`src/rtl/led_pwm_driver_if.sv`:
```
// Configuration write channel of the LED PWM driver: valid/ready handshake
// carrying a channel index, an output mode and a brightness level.
interface led_pwm_driver_if #(
   parameter int PWM_WIDTH = 8
);
   logic                 cfg_valid;
   logic                 cfg_ready;
   logic [4:0]           cfg_channel;
   logic [1:0]           cfg_mode;
   logic [PWM_WIDTH-1:0] cfg_level;

   modport master (
      output cfg_valid,
      output cfg_channel,
      output cfg_mode,
      output cfg_level,
      input  cfg_ready
   );

   modport slave (
      input  cfg_valid,
      input  cfg_channel,
      input  cfg_mode,
      input  cfg_level,
      output cfg_ready
   );
endinterface

```
`src/rtl/led_pwm_driver.sv`:
```
// Multi-channel LED driver: prescaled PWM frame counter, per-channel off/on/pwm/blink
// modes, and a single-slot shadow register that updates channels only at frame wraps.
module led_pwm_driver #(
   parameter int CHANNELS    = 8,
   parameter int PRESCALE    = 50,
   parameter int PWM_WIDTH   = 8,
   parameter int BLINK_WIDTH = 9
) (
   input  logic                clock_50,
   input  logic                reset_n,
   input  logic                enable,
   led_pwm_driver_if.slave     cfg,
   output logic                frame_start,
   output logic [CHANNELS-1:0] led
);
   localparam int                   PS_W     = (PRESCALE > 1) ? $clog2(PRESCALE) : 1;
   localparam logic [PS_W-1:0]      PS_MAX   = PS_W'(PRESCALE - 1);
   localparam logic [PWM_WIDTH-1:0] PWM_MAX  = {PWM_WIDTH{1'b1}};
   localparam logic [5:0]           CH_LIMIT = 6'(CHANNELS);

   logic [PS_W-1:0]        presc_q, presc_d;
   logic [PWM_WIDTH-1:0]   pwm_q, pwm_d;
   logic [BLINK_WIDTH-1:0] blink_q, blink_d;
   logic                   frame_start_q, frame_start_d;
   logic [CHANNELS-1:0]    led_q, led_d;
   logic [1:0]             mode_q  [CHANNELS];
   logic [1:0]             mode_d  [CHANNELS];
   logic [PWM_WIDTH-1:0]   level_q [CHANNELS];
   logic [PWM_WIDTH-1:0]   level_d [CHANNELS];
   logic                   pending_q, pending_d;
   logic [4:0]             sh_chan_q, sh_chan_d;
   logic [1:0]             sh_mode_q, sh_mode_d;
   logic [PWM_WIDTH-1:0]   sh_level_q, sh_level_d;
   logic                   tick_s, wrap_s, accept_s, chan_ok_s;

   function automatic logic chan_out(input logic [1:0] mode, input logic below,
                                     input logic blink_bit);
      case (mode)
         2'd0:    chan_out = 1'b0;
         2'd1:    chan_out = 1'b1;
         2'd2:    chan_out = below;
         2'd3:    chan_out = blink_bit & below;
         default: chan_out = 1'b0;
      endcase
   endfunction

   assign cfg.cfg_ready = !pending_q;
   assign frame_start   = frame_start_q;
   assign led           = led_q;

   // Timing chain: prescaler -> pwm counter -> blink counter, all frozen while disabled.
   always_comb begin
      tick_s        = enable && (presc_q == PS_MAX);
      wrap_s        = tick_s && (pwm_q == PWM_MAX);
      frame_start_d = wrap_s;
      if (!enable) begin
         presc_d = presc_q;
      end else if (tick_s) begin
         presc_d = {PS_W{1'b0}};
      end else begin
         presc_d = presc_q + PS_W'(1);
      end
      if (tick_s) begin
         pwm_d = pwm_q + PWM_WIDTH'(1);
      end else begin
         pwm_d = pwm_q;
      end
      if (wrap_s) begin
         blink_d = blink_q + BLINK_WIDTH'(1);
      end else begin
         blink_d = blink_q;
      end
   end

   // Shadow slot: loads on an in-range accepted write, commits only on a frame wrap.
   // Pending blocks new writes, so commit and load can never coincide.
   always_comb begin
      accept_s   = cfg.cfg_valid && !pending_q;
      chan_ok_s  = ({1'b0, cfg.cfg_channel} < CH_LIMIT);
      pending_d  = pending_q;
      sh_chan_d  = sh_chan_q;
      sh_mode_d  = sh_mode_q;
      sh_level_d = sh_level_q;
      mode_d     = mode_q;
      level_d    = level_q;
      if (wrap_s && pending_q) begin
         pending_d = 1'b0;
         for (int i = 0; i < CHANNELS; i++) begin
            if (sh_chan_q == 5'(i)) begin
               mode_d[i]  = sh_mode_q;
               level_d[i] = sh_level_q;
            end else begin
               mode_d[i]  = mode_q[i];
               level_d[i] = level_q[i];
            end
         end
      end else if (accept_s && chan_ok_s) begin
         pending_d  = 1'b1;
         sh_chan_d  = cfg.cfg_channel;
         sh_mode_d  = cfg.cfg_mode;
         sh_level_d = cfg.cfg_level;
      end else begin
         pending_d = pending_q;
      end
   end

   // Per-channel LED drive from the current counters; forced dark while disabled.
   always_comb begin
      led_d = {CHANNELS{1'b0}};
      for (int i = 0; i < CHANNELS; i++) begin
         if (enable) begin
            led_d[i] = chan_out(mode_q[i], (pwm_q < level_q[i]), blink_q[BLINK_WIDTH-1]);
         end else begin
            led_d[i] = 1'b0;
         end
      end
   end

   // State registers.
   always_ff @(posedge clock_50 or negedge reset_n) begin
      if (!reset_n) begin
         presc_q       <= {PS_W{1'b0}};
         pwm_q         <= {PWM_WIDTH{1'b0}};
         blink_q       <= {BLINK_WIDTH{1'b0}};
         frame_start_q <= 1'b0;
         led_q         <= {CHANNELS{1'b0}};
         pending_q     <= 1'b0;
         sh_chan_q     <= 5'd0;
         sh_mode_q     <= 2'd0;
         sh_level_q    <= {PWM_WIDTH{1'b0}};
         for (int i = 0; i < CHANNELS; i++) begin
            mode_q[i]  <= 2'd0;
            level_q[i] <= {PWM_WIDTH{1'b0}};
         end
      end else begin
         presc_q       <= presc_d;
         pwm_q         <= pwm_d;
         blink_q       <= blink_d;
         frame_start_q <= frame_start_d;
         led_q         <= led_d;
         pending_q     <= pending_d;
         sh_chan_q     <= sh_chan_d;
         sh_mode_q     <= sh_mode_d;
         sh_level_q    <= sh_level_d;
         for (int i = 0; i < CHANNELS; i++) begin
            mode_q[i]  <= mode_d[i];
            level_q[i] <= level_d[i];
         end
      end
   end
endmodule
```
`src/flat_wrapper.sv`:
```
// flat-port wrapper written by rule: the top's interface ports become plain ports
module led_pwm_driver_flat 
#(
   parameter int CHANNELS    = 8,
   parameter int PRESCALE    = 50,
   parameter int PWM_WIDTH   = 8,
   parameter int BLINK_WIDTH = 9
)
  (clock_50, reset_n, enable, frame_start, led, cfg_cfg_valid, cfg_cfg_channel, cfg_cfg_mode, cfg_cfg_level, cfg_cfg_ready);
  led_pwm_driver_if #(.PWM_WIDTH(PWM_WIDTH)) cfg_i ();
  input  logic clock_50;
  input  logic reset_n;
  input  logic enable;
  output logic frame_start;
  output logic [CHANNELS-1:0] led;
  input wire logic [$bits(cfg_i.cfg_valid)-1:0] cfg_cfg_valid;
  input wire logic [$bits(cfg_i.cfg_channel)-1:0] cfg_cfg_channel;
  input wire logic [$bits(cfg_i.cfg_mode)-1:0] cfg_cfg_mode;
  input wire logic [$bits(cfg_i.cfg_level)-1:0] cfg_cfg_level;
  output wire logic [$bits(cfg_i.cfg_ready)-1:0] cfg_cfg_ready;
  assign cfg_i.cfg_valid = cfg_cfg_valid;
  assign cfg_i.cfg_channel = cfg_cfg_channel;
  assign cfg_i.cfg_mode = cfg_cfg_mode;
  assign cfg_i.cfg_level = cfg_cfg_level;
  assign cfg_cfg_ready = cfg_i.cfg_ready;
  led_pwm_driver #(.CHANNELS(CHANNELS), .PRESCALE(PRESCALE), .PWM_WIDTH(PWM_WIDTH), .BLINK_WIDTH(BLINK_WIDTH)) u_core (.clock_50(clock_50), .reset_n(reset_n), .enable(enable), .cfg(cfg_i), .frame_start(frame_start), .led(led));
endmodule
```
`config.mk`:
```
export PLATFORM = sky130hd
export DESIGN_NAME = led_pwm_driver_flat
export DESIGN_NICKNAME = d
export VERILOG_FILES = /design/src/rtl/led_pwm_driver_if.sv /design/src/rtl/led_pwm_driver.sv /design/src/flat_wrapper.sv
export SDC_FILE = /design/constraint.sdc
export NUM_CORES = 1
export LEC_CHECK = 0
export BUFFER_PORTS_ARGS = -buffer_cell sky130_fd_sc_hd__buf_2
export CAP_MARGIN = 20
export CELL_PAD_IN_SITES_DETAIL_PLACEMENT = 1
export CELL_PAD_IN_SITES_GLOBAL_PLACEMENT = 2
export CORE_ASPECT_RATIO = 1.5
export CORE_MARGIN = 2
export CORE_UTILIZATION = 35
export DETAILED_ROUTE_END_ITERATION = 10
export PLACE_DENSITY = 0.72
export SLEW_MARGIN = 10
export SYNTH_ARGS = -nofsm -noshare
export SYNTH_HDL_FRONTEND = slang
export SYNTH_SLANG_ARGS = --single-unit
```
`constraint.sdc`:
```
create_clock -name clock_50 -period 3.2 [get_ports clock_50]
set_input_delay 0.48 -clock clock_50 [delete_from_list [all_inputs] [get_ports clock_50]]
set_output_delay 0.48 -clock clock_50 [all_outputs]
set_load 0.01 [all_outputs]
```
==> run metrics, run 1 <==
buffer cell driving the clock tree root=sky130_fd_sc_hd__clkbuf_16; DR pass1 iterations=4; most used flip-flop cell after synthesis=sky130_fd_sc_hd__dfrtp_1; remaining antenna violation count after routing=0; final wirelength=16200 um; effective utilization at floorplan=35.6%; pin count of the biggest net entering global routing=74; run status=completed; fraction of the yosys area taken by sequential cells=48.5%; Async SR Flop Fraction=100%; maximum number of buffers from clock root to sink=2; smallest hold slack=0.0733 ns; vias in the first global route=4780; DRC violation count after routing=0; number of filler instances in the final layout=1992; clock tree sinks=128; fraction of final layout cells sized beyond drive strength 1=29.5%; vias after detailed routing=4333; final design utilization=41.5%; H-tree depth=4; total standard cell area after synthesis=6600 sq um; Die W=116 um; crit path DAT=2.86 ns; core footprint=18500 sq um; number of nets produced by synthesis=619; DPL Wire Length=11200 um; placed inst area=7130 sq um; class of the tightest hold or removal check=primary input to async pin; number of nets in the layout=670; final-layout setup total negative slack=0 ns; hold buffers post-CTS=0; DR iter-0 viols=183; leading cell types in the layout, fill and taps excluded=128 x sky130_fd_sc_hd__dfrtp_1, 74 x sky130_fd_sc_hd__mux2_2, 62 x sky130_fd_sc_hd__inv_1; commonest non-fill, non-tap cell in the layout=sky130_fd_sc_hd__dfrtp_1; type of the setup path with the least slack=flop to flop; yosys synthesis warning count=0; final number of setup-violating endpoints=0; power density of the placed cells=561 nW/um^2; Num CTS Buffers=17; die outline height=172 um; syn_area_per_cell=12.2 sq um; sum of internal, switching and leakage power=4.32 mW; count of final max-slew check failures=0; Final period util=80.0%; io pins=29; count of inserted antenna diode cells=0; initial antenna violation count=0; maxcap violations=0; Min Clock Period, post-route=2.56 ns; crit path capture type=flop; Final Hold Fails=0; clock tree from TritonCTS=done; Layout Cell Area excl Fill=7700 sq um; worst setup skew after layout=0.00673 ns; number of enable-type register cells in the synthesized netlist=0; die area=20000 sq um; Row Count=61; cell count after synthesis=540; count of different cell masters after synthesis=42; buffers inserted by post-CTS timing repair=0; Clock Pin Slew Worst Setup and Hold Paths=0.06 ns; setup repair after global routing missed its margin=no; synthesis-stage register bit count=128; leakage power total=3.72 nW; headroom to the max-slew limit=49.3%; data required time at the worst endpoint=3.50 ns; Worst-Skew Late Latency=0.42 ns; global router's overall resource usage=17.6%; Peak VDD IR=0.409 mV; final weighted congestion in routability-driven placement=0.789; sum of overflow across all layers after global routing=0; count of buffers inserted at the top-level ports=28; post-synthesis to final-layout area growth=16.7%; first-pass GRT wire length=26000 um; f_max=391 MHz; area of the multi-input gates=3110 sq um; maximum net fanout on the critical path=10; Worst-Margin Slew=0.753 ns; count of instances resized after the clock tree is built=0; area of all sequential standard cells=3200 sq um; critical path startpoint category=flop; routed wire length per instance=18.9 um; Via-to-Cell Ratio=5.06
worst max-delay path: stages, from the launching register on:
cell and delay [ns]:
sky130_fd_sc_hd__dfrtp_1 0.40, sky130_fd_sc_hd__inv_1 0.09, sky130_fd_sc_hd__ha_1 0.19, sky130_fd_sc_hd__nand4bb_4 0.15, sky130_fd_sc_hd__or3_1 0.49, sky130_fd_sc_hd__or4_1 0.76
sky130_fd_sc_hd__mux2_2 0.37
where the power goes:
part           leakage, nW  internal (mW)  switching (mW)
clock network        0.274           1.13           0.742
logic                 1.70          0.175           0.172
registers             1.75           1.74           0.362
total                 3.72           3.05            1.28
routing by layer:
layer | routed length (um) | track usage (%) | vias to the layer above | part of all wire, %
met3 | 433 | 3.05 | 29 | 2.7
met5 | 0 | 0 | - | 0
met1 | 7130 | 21.4 | 2224 | 44
met2 | 8170 | 30.2 | 64 | 50
met4 | 483 | 7.87 | 0 | 3.0
li1 | - | - | 2016 | -
kinds of logic (layout without fill, tap and decap cells):
group	count (synthesis)	in the layout	share of synthesized area (%)
flip-flops	128	128	48.5
AO/OA/AOI/OAI	54	54	5.82
multiplexers	94	94	17.2
AND/OR/NAND/NOR	112	112	10.2
adder cells (fa/ha/maj)	60	60	11.4
buffers and inverters	74	138	4.49
XOR/XNOR	18	18	2.39
worst paths after layout:
kind,startpoint,endpoint,slack [ns],cells after the start
setup / recovery,u_core.presc_q[1]$_DFFE_PN0P_,u_core.level_q[39]$_DFFE_PN0P_,0.64,6
hold / removal,reset_n,u_core.level_q[14]$_DFFE_PN0P_,0.07,1
setup reg to reg,u_core.presc_q[1]$_DFFE_PN0P_,u_core.level_q[39]$_DFFE_PN0P_,0.64,6
hold reg to reg,u_core.blink_q[7]$_DFFE_PN0P_,u_core.blink_q[7]$_DFFE_PN0P_,0.47,1
max in group asynchronous,reset_n,u_core.level_q[40]$_DFFE_PN0P_,2.35,2
min in group clock_50,cfg_cfg_level[5],u_core.sh_level_q[5]$_DFFE_PN0P_,0.29,2
flip-flops by register name, summed over array words and instances, names as in the netlist:
name	flops
u_core.blink_q	9
u_core.frame_start	1
u_core.led	8
u_core.level_q	64
u_core.mode_q	16
u_core.pending_q	1
u_core.presc_q	6
u_core.pwm_q	8
u_core.sh_chan_q	5
u_core.sh_level_q	8
u_core.sh_mode_q	2
cell type report:
type	instances	area share, %
multi-input cells	338	40.4
well taps	252	4.09
inverters	62	3.02
clock buffers	20	6.06
clock inverters	12	1.43
flip-flops and latches	128	41.6
repair buffers	44	3.46
cell usage after synthesis (3+ instances only):
cell type	number	share of area, %
sky130_fd_sc_hd__xor2_1	5	0.66
sky130_fd_sc_hd__or4_1	3	0.34
sky130_fd_sc_hd__a21o_1	7	0.80
sky130_fd_sc_hd__clkbuf_1	6	0.34
sky130_fd_sc_hd__and4_1	4	0.53
sky130_fd_sc_hd__inv_1	62	3.5
sky130_fd_sc_hd__nor2b_1	9	0.85
sky130_fd_sc_hd__o31ai_1	7	0.80
sky130_fd_sc_hd__nand3b_1	6	0.68
sky130_fd_sc_hd__nand2_1	14	0.80
sky130_fd_sc_hd__nand3_1	11	0.83
sky130_fd_sc_hd__nand4_1	16	1.5
sky130_fd_sc_hd__nor2_1	28	1.6
sky130_fd_sc_hd__a32o_1	8	1.2
sky130_fd_sc_hd__xnor2_1	13	1.7
sky130_fd_sc_hd__a21oi_1	9	0.68
sky130_fd_sc_hd__ha_1	60	11
sky130_fd_sc_hd__a221oi_1	6	0.80
sky130_fd_sc_hd__and3_1	5	0.47
sky130_fd_sc_hd__o21ai_0	11	0.83
sky130_fd_sc_hd__buf_2	3	0.23
sky130_fd_sc_hd__mux2_2	74	13
sky130_fd_sc_hd__mux2_4	20	4.5
sky130_fd_sc_hd__dfrtp_1	128	49
stage by stage:
step	setup slack (ns)	instances
finish	0.642	856
global route	0.535	856
CTS	0.612	856
detailed placement	0.627	824
global placement	0.661	824
floorplan	0.767	540
(Power assumes the default switching activity.)
==> run 2: changes to the inputs <==
clock period = 2.6 ns   (was 3.2 ns; I/O delays follow)
==> run 2 against run 1 <==
Against the previous run:
- die area is the same
- worst hold slack gained 0.12 ns
- total power grew 33%
- clock skew grew 0.0043 ns
- routed wire length grew 4.9%
- non-clock buffer count grew 4
- via count grew 1.2%
- clock-buffer cell count is the same
- register-to-register slack lost 0.43 ns
- setup slack lost 0.43 ns
- clock power grew 44%
- largest power group is now the clock network
==> run metrics, run 2 (same netlist as run 1, synthesis figures left out) <==
run status=completed (unchanged); Die W=116 um (unchanged); worst setup slack after layout=0.213 ns (was 0.642 ns); core footprint=18500 sq um (unchanged); routed wire length per instance=19.8 um (was 18.9 um); vias after detailed routing=4383 (was 4333); final-layout setup total negative slack=0 ns (unchanged); final wirelength=17000 um (was 16200 um); buffer cell driving the clock tree root=sky130_fd_sc_hd__clkbuf_16 (unchanged); crit path DAT=2.69 ns (was 2.86 ns); capture endpoint of the worst hold path=u_core.sh_level_q[6]$_DFFE_PN0P_; remaining antenna violation count after routing=0 (unchanged); die area=20000 sq um (unchanged); number of cells in the finished layout apart from fillers=860 (was 856); Most flops, register=u_core.level_q (unchanged); leading cell types in the layout, fill and taps excluded=128 x sky130_fd_sc_hd__dfrtp_1, 74 x sky130_fd_sc_hd__mux2_2, 62 x sky130_fd_sc_hd__inv_1 (unchanged); leakage power total=3.80 nW (was 3.72 nW); first-pass GRT wire length=26700 um (was 26000 um); Worst-Margin Slew=0.605 ns (was 0.753 ns); net switching power=1.57 mW (was 1.28 mW); DPL Wire Length=11400 um (was 11200 um); count of inserted antenna diode cells=0 (unchanged); io pins=29 (unchanged); Reg2Reg Capture Point=u_core.level_q[18]$_DFFE_PN0P_ (was u_core.level_q[39]$_DFFE_PN0P_); hold-critical path depth=2; Peak VDD IR=0.699 mV (was 0.409 mV); worst setup skew after layout=0.0110 ns (was 0.00673 ns); count of final max-slew check failures=0 (unchanged); maxcap violations=0 (unchanged); f_max=419 MHz (was 391 MHz); count of buffers inserted at the top-level ports=28 (unchanged); worst slack at placement=0.0262 ns (was 0.627 ns); Reg2Reg Launch Point=u_core.presc_q[1]$_DFFE_PN0P_ (unchanged); instance count after placement with tap cells included=827 (was 824); relative contribution of the clock network to total power=47.0% (was 43.3%); cell internal pwr=4.17 mW (was 3.05 mW); combinational fraction of design power=7.5% (was 8.0%); number of filler instances in the final layout=1966 (was 1992); worst-case register-to-register setup slack=0.21 ns (was 0.64 ns); Final period util=91.8% (was 80.0%); effective utilization at floorplan=35.6% (unchanged); DRC violation count after routing=0 (unchanged); headroom to the max-slew limit=59.7% (was 49.3%); setup repair after global routing missed its margin=no (unchanged); Worst-Skew Late Latency=0.43 ns (was 0.42 ns); post-synthesis to final-layout area growth=18.8% (was 16.7%); power density of the placed cells=733 nW/um^2 (was 561 nW/um^2); H-tree depth=4 (unchanged); largest registers in the final layout=u_core.level_q x64, u_core.mode_q x16, u_core.blink_q x9 (unchanged); DR iter-0 viols=150 (was 183); final number of setup-violating endpoints=0 (unchanged); pin count of the biggest net entering global routing=60 (was 74); Num CTS Buffers=17 (unchanged); Row Count=61 (unchanged); maximum net fanout on the critical path=10 (unchanged); Min Clock Period, post-route=2.39 ns (was 2.56 ns); Clock Pin Slew Worst Setup and Hold Paths=0.06 ns (about the same); initial antenna violation count=0 (unchanged); smallest hold slack=0.192 ns (was 0.0733 ns); class of the tightest hold or removal check=primary input to flop (was primary input to async pin); commonest non-fill, non-tap cell in the layout=sky130_fd_sc_hd__dfrtp_1 (unchanged); critical path startpoint category=flop (unchanged); maximum number of buffers from clock root to sink=2 (unchanged); clock tree sinks=128 (unchanged); crit path capture type=flop (unchanged); number of nets in the layout=674 (was 670); Final Hold Fails=0 (unchanged); cell depth of the worst flop-to-flop path=6 (unchanged); sum of overflow across all layers after global routing=0 (unchanged); type of the setup path with the least slack=flop to flop (unchanged); Via-to-Cell Ratio=5.10 (was 5.06); final weighted congestion in routability-driven placement=0.780 (was 0.789); clock tree from TritonCTS=done (unchanged); die outline height=172 um (unchanged); vias in the first global route=4764 (was 4780); data required time at the worst endpoint=2.90 ns (was 3.50 ns); buffers inserted by post-CTS timing repair=0 (unchanged); Seq pwr share=45.5% (was 48.7%); global router's overall resource usage=18.5% (was 17.6%); switching part of the total=27.4% (was 29.5%); DR pass1 iterations=4 (unchanged); number of flip-flops in the largest register=64 (unchanged); fraction of final layout cells sized beyond drive strength 1=29.8% (was 29.5%); startpoint of the tightest hold check path=cfg_cfg_level[6]
## run 2: changes by cell type in the layout (fill, tap and decap cells not counted), moves of 2 or more
cell / before / now
sky130_fd_sc_hd__clkinvlp_4: 4 / 1
sky130_fd_sc_hd__clkinv_4: 3 / 0
sky130_fd_sc_hd__clkbuf_1: 0 / 2
sky130_fd_sc_hd__buf_4: 16 / 18
sky130_fd_sc_hd__clkinv_2: 3 / 5
sky130_fd_sc_hd__bufinv_16: 1 / 6
sky130_fd_sc_hd__clkbuf_8: 3 / 1
## run 2: cell type report
cell class / count / area (sq um) / area share (%)
clock buffers: 20 / 447 / 5.70
clock inverters: 12 / 213 / 2.71
inverters: 62 / 233 / 2.97
multi-input cells: 338 / 3120 / 39.8
flip-flops and latches: 128 / 3200 / 40.8
well taps: 252 / 315 / 4.02
repair buffers: 48 / 312 / 3.97
## run 2: repair_timing
item / in CTS / in global routing
setup endpoints to repair: 0 / 10
hold buffers: 1 / 0
gates resized for setup: 0 / 2
endpoints found under the hold margin: 57 / 0
## run 2: worst max path at each step
stage / start / endpoint / slack (ns) / cells after the start
final: u_core.presc_q[1]$_DFFE_PN0P_ / u_core.level_q[18]$_DFFE_PN0P_ / 0.21 / 6
after global placement: u_core.presc_q[1]$_DFFE_PN0P_ / u_core.level_q[39]$_DFFE_PN0P_ / 0.09 / 6
after detailed placement: u_core.presc_q[1]$_DFFE_PN0P_ / u_core.level_q[38]$_DFFE_PN0P_ / 0.03 / 6
after global routing: u_core.presc_q[1]$_DFFE_PN0P_ / u_core.level_q[21]$_DFFE_PN0P_ / 0.11 / 6
after floorplan: u_core.pwm_q[1]$_DFFE_PN0P_ / u_core.level_q[0]$_DFFE_PN0P_ / 0.17 / 7
after CTS: u_core.presc_q[1]$_DFFE_PN0P_ / u_core.level_q[34]$_DFFE_PN0P_ / 0.003 / 6
## run 2: critical path, cell delays in order (launching register included)
cell and delay, ns:
sky130_fd_sc_hd__dfrtp_1 0.40, sky130_fd_sc_hd__inv_1 0.09, sky130_fd_sc_hd__ha_1 0.19, sky130_fd_sc_hd__nand4bb_4 0.15
sky130_fd_sc_hd__or3_4 0.42, sky130_fd_sc_hd__or4_4 0.67, sky130_fd_sc_hd__mux2_4 0.34
## run 2: per-stage QoR
step	utilization (%)	power (mW)	area [sq um]
after floorplan	-	2.66	6600
after global placement	38.6	3.07	7160
after detailed placement	38.6	3.11	7160
after CTS	42.2	5.83	7830
after global routing	42.3	5.96	7840
final	42.3	5.74	7840
## run 2: power by group through the flow
| stage | clock (mW) | sequential (mW) | combinational, mW |
|---|---|---|---|
| 3_3_place_gp | 0 | 2.66 | 0.414 |
| 4_1_cts | 2.75 | 2.64 | 0.439 |
| 6_report | 2.70 | 2.62 | 0.432 |
| 5_1_grt | 2.82 | 2.65 | 0.482 |
| 3_5_place_dp | 0 | 2.68 | 0.436 |
| 2_1_floorplan | 0 | 2.36 | 0.296 |
## run 2: per-layer routing
| metal | vias to the layer above | GRT usage [%] | part of all wire, % |
|---|---|---|---|
| li1 | 2025 | - | - |
| met1 | 2288 | 21.9 | 42 |
| met2 | 56 | 33.7 | 54 |
| met3 | 14 | 3.29 | 2.5 |
| met4 | 0 | 5.54 | 1.2 |
| met5 | - | 0 | 0 |
